--- config.mk ---
export PLATFORM = sky130hd
export DESIGN_NAME = core_seq_ctrl
export DESIGN_NICKNAME = d
export VERILOG_FILES = /design/src/rtl/core_seq_ctrl_pkg.sv /design/src/rtl/seq_ack_timer.sv /design/src/rtl/core_seq_ctrl.sv
export SDC_FILE = /design/constraint.sdc
export NUM_CORES = 1
export LEC_CHECK = 0
export ABC_AREA = 1
export CORE_UTILIZATION = 39
export DETAILED_ROUTE_END_ITERATION = 10
export PLACE_DENSITY = 0.72
export SLEW_MARGIN = 20
export SYNTH_ARGS = -nofsm -noshare
export SYNTH_HDL_FRONTEND = slang
export SYNTH_SLANG_ARGS = --single-unit
--- constraint.sdc ---
create_clock -name clk -period 1.9 [get_ports clk]
set_input_delay 0.19 -clock clk [delete_from_list [all_inputs] [get_ports clk]]
set_output_delay 0.19 -clock clk [all_outputs]
set_load 0.05 [all_outputs]
--- src/rtl/core_seq_ctrl_pkg.sv ---
// Shared types for the multi-cycle sequencer: state encoding, trap causes,
// writeback selects and the RV32I opcodes the sequencer recognises.
package core_seq_ctrl_pkg;

    typedef enum logic [2:0] {
        S_IDLE   = 3'd0,
        S_FETCH  = 3'd1,
        S_DECODE = 3'd2,
        S_EXEC   = 3'd3,
        S_MEM    = 3'd4,
        S_WB     = 3'd5,
        S_TRAP   = 3'd6
    } seq_state_e;

    typedef enum logic [1:0] {
        TC_NONE     = 2'b00,
        TC_ILLEGAL  = 2'b01,
        TC_MISALIGN = 2'b10,
        TC_TIMEOUT  = 2'b11
    } trap_cause_e;

    localparam logic [1:0] WB_ALU  = 2'b00;
    localparam logic [1:0] WB_LOAD = 2'b01;
    localparam logic [1:0] WB_PC4  = 2'b10;

    localparam logic [6:0] OP_LUI    = 7'b0110111;
    localparam logic [6:0] OP_AUIPC  = 7'b0010111;
    localparam logic [6:0] OP_JAL    = 7'b1101111;
    localparam logic [6:0] OP_JALR   = 7'b1100111;
    localparam logic [6:0] OP_BRANCH = 7'b1100011;
    localparam logic [6:0] OP_LOAD   = 7'b0000011;
    localparam logic [6:0] OP_STORE  = 7'b0100011;
    localparam logic [6:0] OP_IMM    = 7'b0010011;
    localparam logic [6:0] OP_REG    = 7'b0110011;

    function automatic logic op_legal(input logic [6:0] op);
        case (op)
            OP_LUI, OP_AUIPC, OP_JAL, OP_JALR, OP_BRANCH,
            OP_LOAD, OP_STORE, OP_IMM, OP_REG: return 1'b1;
            default:                           return 1'b0;
        endcase
    endfunction

endpackage

--- src/rtl/seq_ack_timer.sv ---
// Handshake wait counter shared by the fetch and data waits. Counts while
// run is high, clears otherwise; expire flags the last allowed wait cycle.
module seq_ack_timer #(
    parameter int unsigned LIMIT = 255
) (
    input  logic clk,
    input  logic rst_n,
    input  logic run,
    output logic expire
);
    localparam int unsigned W    = (LIMIT > 1) ? $clog2(LIMIT) : 1;
    localparam logic [W-1:0] LAST = W'((LIMIT == 0) ? 0 : LIMIT - 1);
    localparam logic [W-1:0] ONE  = W'(1);

    logic [W-1:0] count;

    always_ff @(posedge clk or negedge rst_n) begin
        if (!rst_n) count <= '0;
        else        count <= run ? count + ONE : '0;
    end

    // LIMIT of zero disables the timeout; the counter then just wraps.
    assign expire = (LIMIT != 0) && run && (count == LAST);

endmodule

--- src/rtl/core_seq_ctrl.sv ---
// Multi-cycle instruction sequencer: fetch handshake, IR/PC ownership,
// exu timing, load/store handshake, regfile write strobe and next-PC.
module core_seq_ctrl
    import core_seq_ctrl_pkg::*;
#(
    parameter logic [31:0] RESET_PC    = 32'h0000_0000,
    parameter int unsigned ACK_TIMEOUT = 255
) (
    input  logic        clk,
    input  logic        rst_n,
    output logic        imem_req,
    output logic [31:0] imem_addr,
    input  logic        imem_ack,
    input  logic [31:0] imem_rdata,
    output logic [31:0] ir,
    output logic [31:0] pc,
    input  logic [31:0] alu_out,
    input  logic        b_result,
    output logic        dmem_req,
    output logic        dmem_we,
    output logic [31:0] dmem_addr,
    output logic [2:0]  dmem_size,
    input  logic        dmem_ack,
    output logic        rf_we,
    output logic [1:0]  wb_sel,
    output logic        halt,
    output logic [1:0]  trap_cause
);
    seq_state_e  state;
    trap_cause_e cause;
    logic [31:0] alu_q, pc_plus4, next_pc;
    logic        is_load, is_store, is_branch, is_jump, rd_nz;
    logic        waiting, ack_now, expire, redirect, fetch_go, trap_now;

    assign imem_addr = pc;
    assign dmem_addr = alu_q;
    assign dmem_size = ir[14:12];
    assign pc_plus4  = pc + 32'd4;

    assign is_load   = (ir[6:0] == OP_LOAD);
    assign is_store  = (ir[6:0] == OP_STORE);
    assign is_branch = (ir[6:0] == OP_BRANCH);
    assign is_jump   = (ir[6:0] == OP_JAL) || (ir[6:0] == OP_JALR);
    assign rd_nz     = (ir[11:7] != 5'd0);

    assign waiting = (state == S_FETCH) || (state == S_MEM);
    assign ack_now = ((state == S_FETCH) && imem_ack) || ((state == S_MEM) && dmem_ack);

    seq_ack_timer #(.LIMIT(ACK_TIMEOUT)) u_timer (
        .clk    (clk),
        .rst_n  (rst_n),
        .run    (waiting && !ack_now),
        .expire (expire)
    );

    // Branches leave EXEC straight for FETCH, so the live exu outputs are used
    // there; jumps redirect from WB using the value latched in EXEC.
    always_comb begin
        redirect = 1'b0;
        next_pc  = pc_plus4;
        if (state == S_EXEC && is_branch && b_result) begin
            redirect = 1'b1;
            next_pc  = alu_out;
        end else if (state == S_WB && is_jump) begin
            redirect = 1'b1;
            next_pc  = alu_q;
        end
        fetch_go = ((state == S_EXEC) && is_branch) ||
                   ((state == S_MEM) && dmem_ack && is_store) ||
                   (state == S_WB);
        trap_now = 1'b0;
        cause    = TC_NONE;
        if (state == S_DECODE && !op_legal(ir[6:0])) begin
            trap_now = 1'b1;
            cause    = TC_ILLEGAL;
        end else if (expire) begin
            trap_now = 1'b1;
            cause    = TC_TIMEOUT;
        end else if (fetch_go && redirect && next_pc[1:0] != 2'b00) begin
            trap_now = 1'b1;
            cause    = TC_MISALIGN;
        end
    end

    always_ff @(posedge clk or negedge rst_n) begin
        if (!rst_n) begin
            state      <= S_IDLE;
            pc         <= RESET_PC;
            ir         <= '0;
            alu_q      <= '0;
            imem_req   <= 1'b0;
            dmem_req   <= 1'b0;
            dmem_we    <= 1'b0;
            rf_we      <= 1'b0;
            wb_sel     <= WB_ALU;
            halt       <= 1'b0;
            trap_cause <= TC_NONE;
        end else begin
            rf_we <= 1'b0;
            case (state)
                S_IDLE: begin
                    state    <= S_FETCH;
                    imem_req <= 1'b1;
                end
                S_FETCH: if (imem_ack) begin
                    ir       <= imem_rdata;
                    imem_req <= 1'b0;
                    state    <= S_DECODE;
                end
                S_DECODE: state <= S_EXEC;
                S_EXEC: begin
                    alu_q <= alu_out;
                    if (is_load || is_store) begin
                        state    <= S_MEM;
                        dmem_req <= 1'b1;
                        dmem_we  <= is_store;
                    end else if (!is_branch) begin
                        state  <= S_WB;
                        rf_we  <= rd_nz;
                        wb_sel <= is_jump ? WB_PC4 : WB_ALU;
                    end
                end
                S_MEM: if (dmem_ack) begin
                    dmem_req <= 1'b0;
                    dmem_we  <= 1'b0;
                    if (is_load) begin
                        state  <= S_WB;
                        rf_we  <= rd_nz;
                        wb_sel <= WB_LOAD;
                    end
                end
                default: ;
            endcase
            if (fetch_go && !trap_now) begin
                pc       <= next_pc;
                state    <= S_FETCH;
                imem_req <= 1'b1;
            end
            if (trap_now) begin
                state      <= S_TRAP;
                halt       <= 1'b1;
                trap_cause <= cause;
                imem_req   <= 1'b0;
                dmem_req   <= 1'b0;
                dmem_we    <= 1'b0;
                rf_we      <= 1'b0;
            end
        end
    end

endmodule

==> results of run 1 <==
==> critical path: stages (launching register included) <==
cell	delay (ns)
dfrtp_2	0.46
inv_4	0.09
nand2_2	0.08
nor2_4	0.17
buf_6	0.13
nand3_2	0.08
nand3_2	0.09
nand2_2	0.06
nand2_2	0.08
nand2_4	0.05
nand2_4	0.09
nor2_4	0.05
buf_12	0.14
clkbuf_16	0.16
nand2_2	0.07
o21ai_2	0.04
==> layout make-up <==
class | instances | area, um2
fillers | 1359 | 5709
multi-input cells | 569 | 3246
clock buffers | 20 | 456.7
flip-flops and latches | 116 | 2918
clock inverters | 12 | 202.7
inverters | 79 | 315.3
repair buffers | 311 | 2998
well taps | 216 | 270.3
==> cells by family (layout without fill, tap and decap cells) <==
kind of cell	after synthesis	after routing	share of synthesized area
multiplexers	29	29	0.05000
buffers and inverters	142	422	0.1100
flip-flops	116	116	0.4444
AND/OR/NAND/NOR	403	405	0.2646
XOR/XNOR	7	7	0.009387
adder cells (fa/ha/maj)	3	3	0.005748
AO/OA/AOI/OAI	125	125	0.1159
==> cell usage in the layout, fill, tap and decap left out, drive strengths merged, types with 2 or more instances in the layout <==
cell	count
nand2	256
clkdlybuf4s50	136
dfrtp	116
buf	109
o21ai	90
inv	79
nor2	70
nand3	50
dlygate4sd2	48
mux2	29
clkbuf	24
nor3	16
dlymetal6s2s	13
o211ai	12
a21oi	12
nand4	8
xor2	5
bufinv	5
clkinvlp	4
a22oi	4
o22ai	3
ha	3
clkinv	3
xnor2	2
a31oi	2
nand3b	2
==> layer usage <==
metal  vias up  wire (um)
li1       3192          -
met1      3115       8483
met2       247      10070
met3        44       1708
met4         0        760
met5         -          0
==> metrics by stage <==
| stage | util | cell area (um2) | instances | hold WS [ns] |
|---|---|---|---|---|
| after floorplan | - | 6588 | 825 | -0.1056 |
| after global placement | 0.5724 | 9224 | 1275 | 0.1098 |
| after detailed placement | 0.5724 | 9224 | 1275 | 0.1115 |
| after CTS | 0.6123 | 9868 | 1309 | 0.2191 |
| after global routing | 0.6457 | 10410 | 1323 | 0.2638 |
| final | 0.6457 | 10410 | 1323 | 0.2178 |
==> state kept, by name, indices dropped and copies added, names as in the netlist <==
name           flops
dmem_addr         32
imem_addr         32
ir                32
u_timer.count      8
state              3
trap_cause         2
wb_sel             2
dmem_req           1
dmem_we            1
halt               1
imem_req           1
rf_we              1
==> what timing repair did <==
| item | CTS | global route |
|---|---|---|
| setup endpoints to repair | 71 | 50 |
| gates cloned | 1 | 7 |
| pin swaps | 2 | 18 |
| gates resized for setup | 54 | 108 |
| setup buffers | 0 | 9 |
| hold buffers | 1 | 0 |
| hold endpoints to repair | 20 | 0 |
==> path summary, 6_finish.rpt <==
path	cells past startpoint	slack [ns]	from	endpoint
max	15	-0.06	state[1]	imem_addr[22]
min	2	0.22	rst_n	dmem_addr[13]
max reg2reg	15	-0.06	state[1]	imem_addr[22]
min reg2reg	2	0.49	wb_sel[1]	wb_sel[1]
max in group asynchronous	3	1.01	rst_n	state[0]
min in group clk	3	0.34	alu_out[9]	dmem_addr[9]
==> power by group <==
part	switching, mW	internal, mW
registers	0	2.47
clock network	1.21	2.39
logic	0.0856	0.132
==> flow_metrics.py, run 1 <==
metrics = {
    "run_status": {
        "outcome": "complete, but fails checks",
        "violations": "negative setup slack",
    },
    "place": {
        "preCtsSetupSlack_ns": -0.09889,
        "dp_hpwl_um": 14930,
        "io_buffers": 208,
        "gp_congestion": 0.8616,
    },
    "power_and_ir_drop": {
        "irDropWorstVdd_mv": 0.6210,
        "cellLeakagePower_nw": 4.941,
        "p_total_mw": 6.292,
        "powerDensity_nw_per_um2": 604.7,
    },
    "detailed_routing": {
        "vias": 6598,
        "vias_per_cell": 4.987,
        "drcViolationCount": 0,
        "firstDrtPassIters": 6,
        "wire_per_inst_um": 15.89,
        "wirelength_um": 21020,
        "drtIter0Drc": 370,
        "final_antenna_net_count": 0,
    },
    "global_route": {
        "grt_pass1_vias": 6537,
        "busiest_layer": "met2",
        "grt_usage": 0.2401,
        "overflow": 0,
        "grt_pass1_wl_um": 32760,
        "met1_usage": 0.2841,
        "grt_max_degree": 66,
        "grtUsageMet3": 0.07755,
        "grt_use_met2": 0.3924,
        "antenna_found_initial": 0,
    },
    "synthesis": {
        "netlist_area_um2": 6531,
        "synthFlopType": "dfrtp_1",
        "yosysUniqueCellTypes": 38,
        "synthTopCellsByCount": "243 x nand2_1, 116 x dfrtp_1, 74 x inv_1",
        "ys.warnings.count": 0,
        "synthCells": 825,
        "yosys-top-cells-area": "dfrtp_1 44%, nand2_1 14%, mux2_2 5.0%",
        "yosysTopAreaCellShare": 0.4444,
        "synthArstFlopShare": 1.000,
        "syn_nets": 897,
        "ys_ff_latch": 116,
        "synth-seq-area-share": 0.4444,
        "syn-mean-instance-area_um2": 7.917,
        "yosys.area.top_type": "dfrtp_1",
        "synth.most_common_cell": "nand2_1",
        "synth_edf_count": 0,
    },
    "floorplanning": {
        "num_rows": 46,
        "ios": 209,
        "core_um2": 16120,
        "die_h_um": 131.4,
        "die_area_um2": 17270,
        "start_util": 0.4053,
        "fp.dieW_um": 131.4,
    },
    "sta": {
        "min_period_ns": 1.959,
        "setup_slack_ns": -0.05852,
        "setup_violations": 25,
        "final.period_utilization": 1.031,
        "rsz0062_at_grt": "yes",
        "drv_slew": 0,
        "tightest_slew_ns": 0.5585,
        "fin_tns_setup_ns": -1.025,
        "max-slew-margin-rel": 0.6265,
        "fmax_mhz": 510.6,
        "hold_viol_final": 0,
        "fin_skew_ns": 0.006052,
    },
    "worst_setup_path": {
        "required_ns": 2.21,
        "crit_fanout": 7,
        "critPathCaptureType": "flop",
        "start_kind": "flop",
        "critPathKind": "reg2reg",
        "cp.arrival_ns": 2.27,
    },
    "clock_tree": {
        "ctsRootBufferMaster": "clkbuf_16",
        "clkSinkCount": 116,
        "h-tree-depth": 4,
        "insertion_delay_ns": 0.43,
        "clkSlewWorstSetupHoldPaths_ns": 0.06,
        "tritoncts": "built",
        "cts_buffers": 17,
        "clk_path_buf_depth": 2,
    },
    "finish": {
        "drive_above_1_share": 0.2683,
        "diodes": 0,
        "area_growth_pct": 59.33,
        "fin_nets": 1166,
    },
    "worst_hold_path": {
        "hold_class": "in2async",
    },
    "job": {
        "cap_viol_max_count": 0,
    },
}
(Power assumes the default switching activity.)
==> run 2, diff against run 1 <==
--- a/config.mk
+++ b/config.mk
@@ -8,7 +8,7 @@
 export ABC_AREA = 1
 export CORE_UTILIZATION = 39
 export DETAILED_ROUTE_END_ITERATION = 10
-export PLACE_DENSITY = 0.72
+export PLACE_DENSITY = 0.81
 export SLEW_MARGIN = 20
 export SYNTH_ARGS = -nofsm -noshare
 export SYNTH_HDL_FRONTEND = slang
==> constraint.sdc (replaced) <==
create_clock -name clk -period 1.9 [get_ports clk]
set_input_delay 0.38 -clock clk [delete_from_list [all_inputs] [get_ports clk]]
set_output_delay 0.38 -clock clk [all_outputs]
set_load 0.05 [all_outputs]
==> flow_metrics.py, run 2 (synthesis results as in run 1) <==
metrics = {
    "sta": {
        "tightest_slew_ns": 0.5249,
        "setup_violations": 32,
        "rsz0062_at_grt": "yes",
        "max-slew-margin-rel": 0.6514,
        "fmax_mhz": 488.5,
        "setup_slack_ns": -0.1471,
        "fin_skew_ns": 0.008616,
        "hold_slack_ns": 0.4386,
        "hold_viol_final": 0,
        "drv_slew": 0,
        "min_period_ns": 2.047,
        "final.period_utilization": 1.077,
    },
    "floorplanning": {
        "fp.dieW_um": 131.4,
        "ios": 209,
        "die_area_um2": 17270,
        "num_rows": 46,
        "core_um2": 16120,
        "die_h_um": 131.4,
        "start_util": 0.4053,
    },
    "detailed_routing": {
        "wirelength_um": 21640,
        "vias": 6653,
        "wire_per_inst_um": 16.21,
        "firstDrtPassIters": 5,
        "drtIter0Drc": 383,
        "vias_per_cell": 4.984,
        "final_antenna_net_count": 0,
        "drcViolationCount": 0,
    },
    "worst_hold_path": {
        "hold_class": "in2async",
    },
    "finish": {
        "layout_common_cells": "223 x nand2_1, 222 x buf_4, 105 x dfrtp_1",
        "area_growth_pct": 54.02,
        "drive_above_1_share": 0.3614,
        "final_common_cell": "nand2_1",
        "fillCellCount": 1396,
        "fin_nets": 1177,
        "final_area_um2": 10060,
    },
    "place": {
        "preCtsSetupSlack_ns": -0.2140,
        "dp_hpwl_um": 15450,
        "gp_congestion": 0.9215,
        "io_buffers": 208,
        "dpl_cell_area_um2": 8981,
    },
    "job": {
        "cap_viol_max_count": 0,
    },
    "global_route": {
        "grt_max_degree": 48,
        "grt_pass1_vias": 6785,
        "grt_usage": 0.2503,
        "overflow": 0,
        "antenna_found_initial": 2,
        "grt_pass1_wl_um": 34000,
    },
    "power_and_ir_drop": {
        "p_total_mw": 5.952,
        "irDropWorstVdd_mv": 0.6540,
        "cellLeakagePower_nw": 5.004,
        "powerDensity_nw_per_um2": 591.7,
    },
    "clock_tree": {
        "ctsRootBufferMaster": "clkbuf_16",
        "h-tree-depth": 4,
        "tritoncts": "built",
        "cts_buffers": 17,
        "insertion_delay_ns": 0.43,
        "clkSinkCount": 116,
        "clkSlewWorstSetupHoldPaths_ns": 0.06,
        "clk_path_buf_depth": 2,
    },
    "worst_setup_path": {
        "required_ns": 2.22,
        "critPathKind": "reg2reg",
        "critPathCaptureType": "flop",
        "r2r-end": "imem_addr[24]",
        "r2r_cells": 15,
        "reg2reg_slack_ns": -0.15,
        "start_kind": "flop",
        "critical_path.cell_chain": "inv_2, nand3_4, nor2_4, nand2_4, nand2_2, nand3_2, nand2_2, nand2_2, nand2_4, nand2_4, nor2_4, buf_12, buf_12, buf_6, o21ai_2",
        "crit_fanout": 6,
        "timing.rr.start": "ir[4]",
        "cp.arrival_ns": 2.37,
        "slowest_delay_ns": 0.43,
        "cpMaxStageDelayCell": "dfrtp_2",
    },
    "run_status": {
        "outcome": "complete, but fails checks",
        "violations": "negative setup slack",
    },
}
## run 2: changes by cell type in the layout (fill, tap and decap cells not counted), sizes merged
cell           before  now
buf               109  235
clkdlybuf4s50     136   67
dlygate4sd2        48   17
dlymetal6s2s       13    0
bufinv              5    2
clkbuf             24   21
clkinv              3    5
clkinvlp            4    5
diode               0    1
inv                79   80
## run 2: where the power goes
part | internal [mW] | leakage, nW | switching [mW]
Sequential | 2.47 | 1.28 | 0
Combinational | 0.136 | 3.45 | 0.0881
Clock | 2.01 | 0.278 | 1.25
## run 2: per-layer routing
metal	up-vias	track usage	part of all wire
li1	3203	-	-
met1	3148	0.2892	0.40
met2	263	0.4283	0.49
met3	37	0.09336	0.088
met4	2	0.07558	0.023
met5	-	0	0.00060
## run 2: repair_timing
item / in CTS / in global routing
setup buffers: 11 / 6
pin swaps: 7 / 21
hold endpoints to repair: 24 / 0
gates cloned: 2 / 3
gates resized for setup: 38 / 58
endpoints found under the setup margin: 49 / 40
hold buffers: 1 / 0
## run 2: how the worst max path moves through the flow
stage                   from             to  slack [ns]  cells after the start
floorplan              ir[1]  imem_addr[16]       -0.11                     16
global route           ir[4]  imem_addr[19]       -0.27                     15
finish                 ir[4]  imem_addr[24]       -0.15                     15
detailed placement  b_result  imem_addr[31]       -0.21                     12
CTS                    ir[4]  imem_addr[24]       -0.07                     15
global placement    b_result  imem_addr[29]       -0.13                     12
## run 2: stage by stage
stage	util	instances	TNS, ns
3_3_place_gp	0.5573	1282	-1.903
5_1_grt	0.6241	1334	-7.460
6_report	0.6242	1335	-2.929
3_5_place_dp	0.5573	1282	-4.912
4_1_cts	0.6071	1328	-0.5153
2_1_floorplan	-	825	-2.849
## run 2: area by class of cell
type	instances	area, um2	area share
Timing Repair Buffer	322	2753	0.2736
Multi-Input combinational cell	569	3206	0.3187
Inverter	79	309.0	0.03072
Clock buffer	19	452.9	0.04503
Clock inverter	13	150.1	0.01493
Antenna cell	1	2.502	0.0002488
Sequential cell	116	2917	0.2899
Tap cell	216	270.3	0.02687
## run 2: critical path: cells and delay by family (launching register included)
| kind | cells | cell delay (ns) |
|---|---|---|
| buf+inv | 4 | 0.46 |
| flops | 1 | 0.43 |
| compound gates | 1 | 0.04 |
| simple gates | 10 | 0.99 |
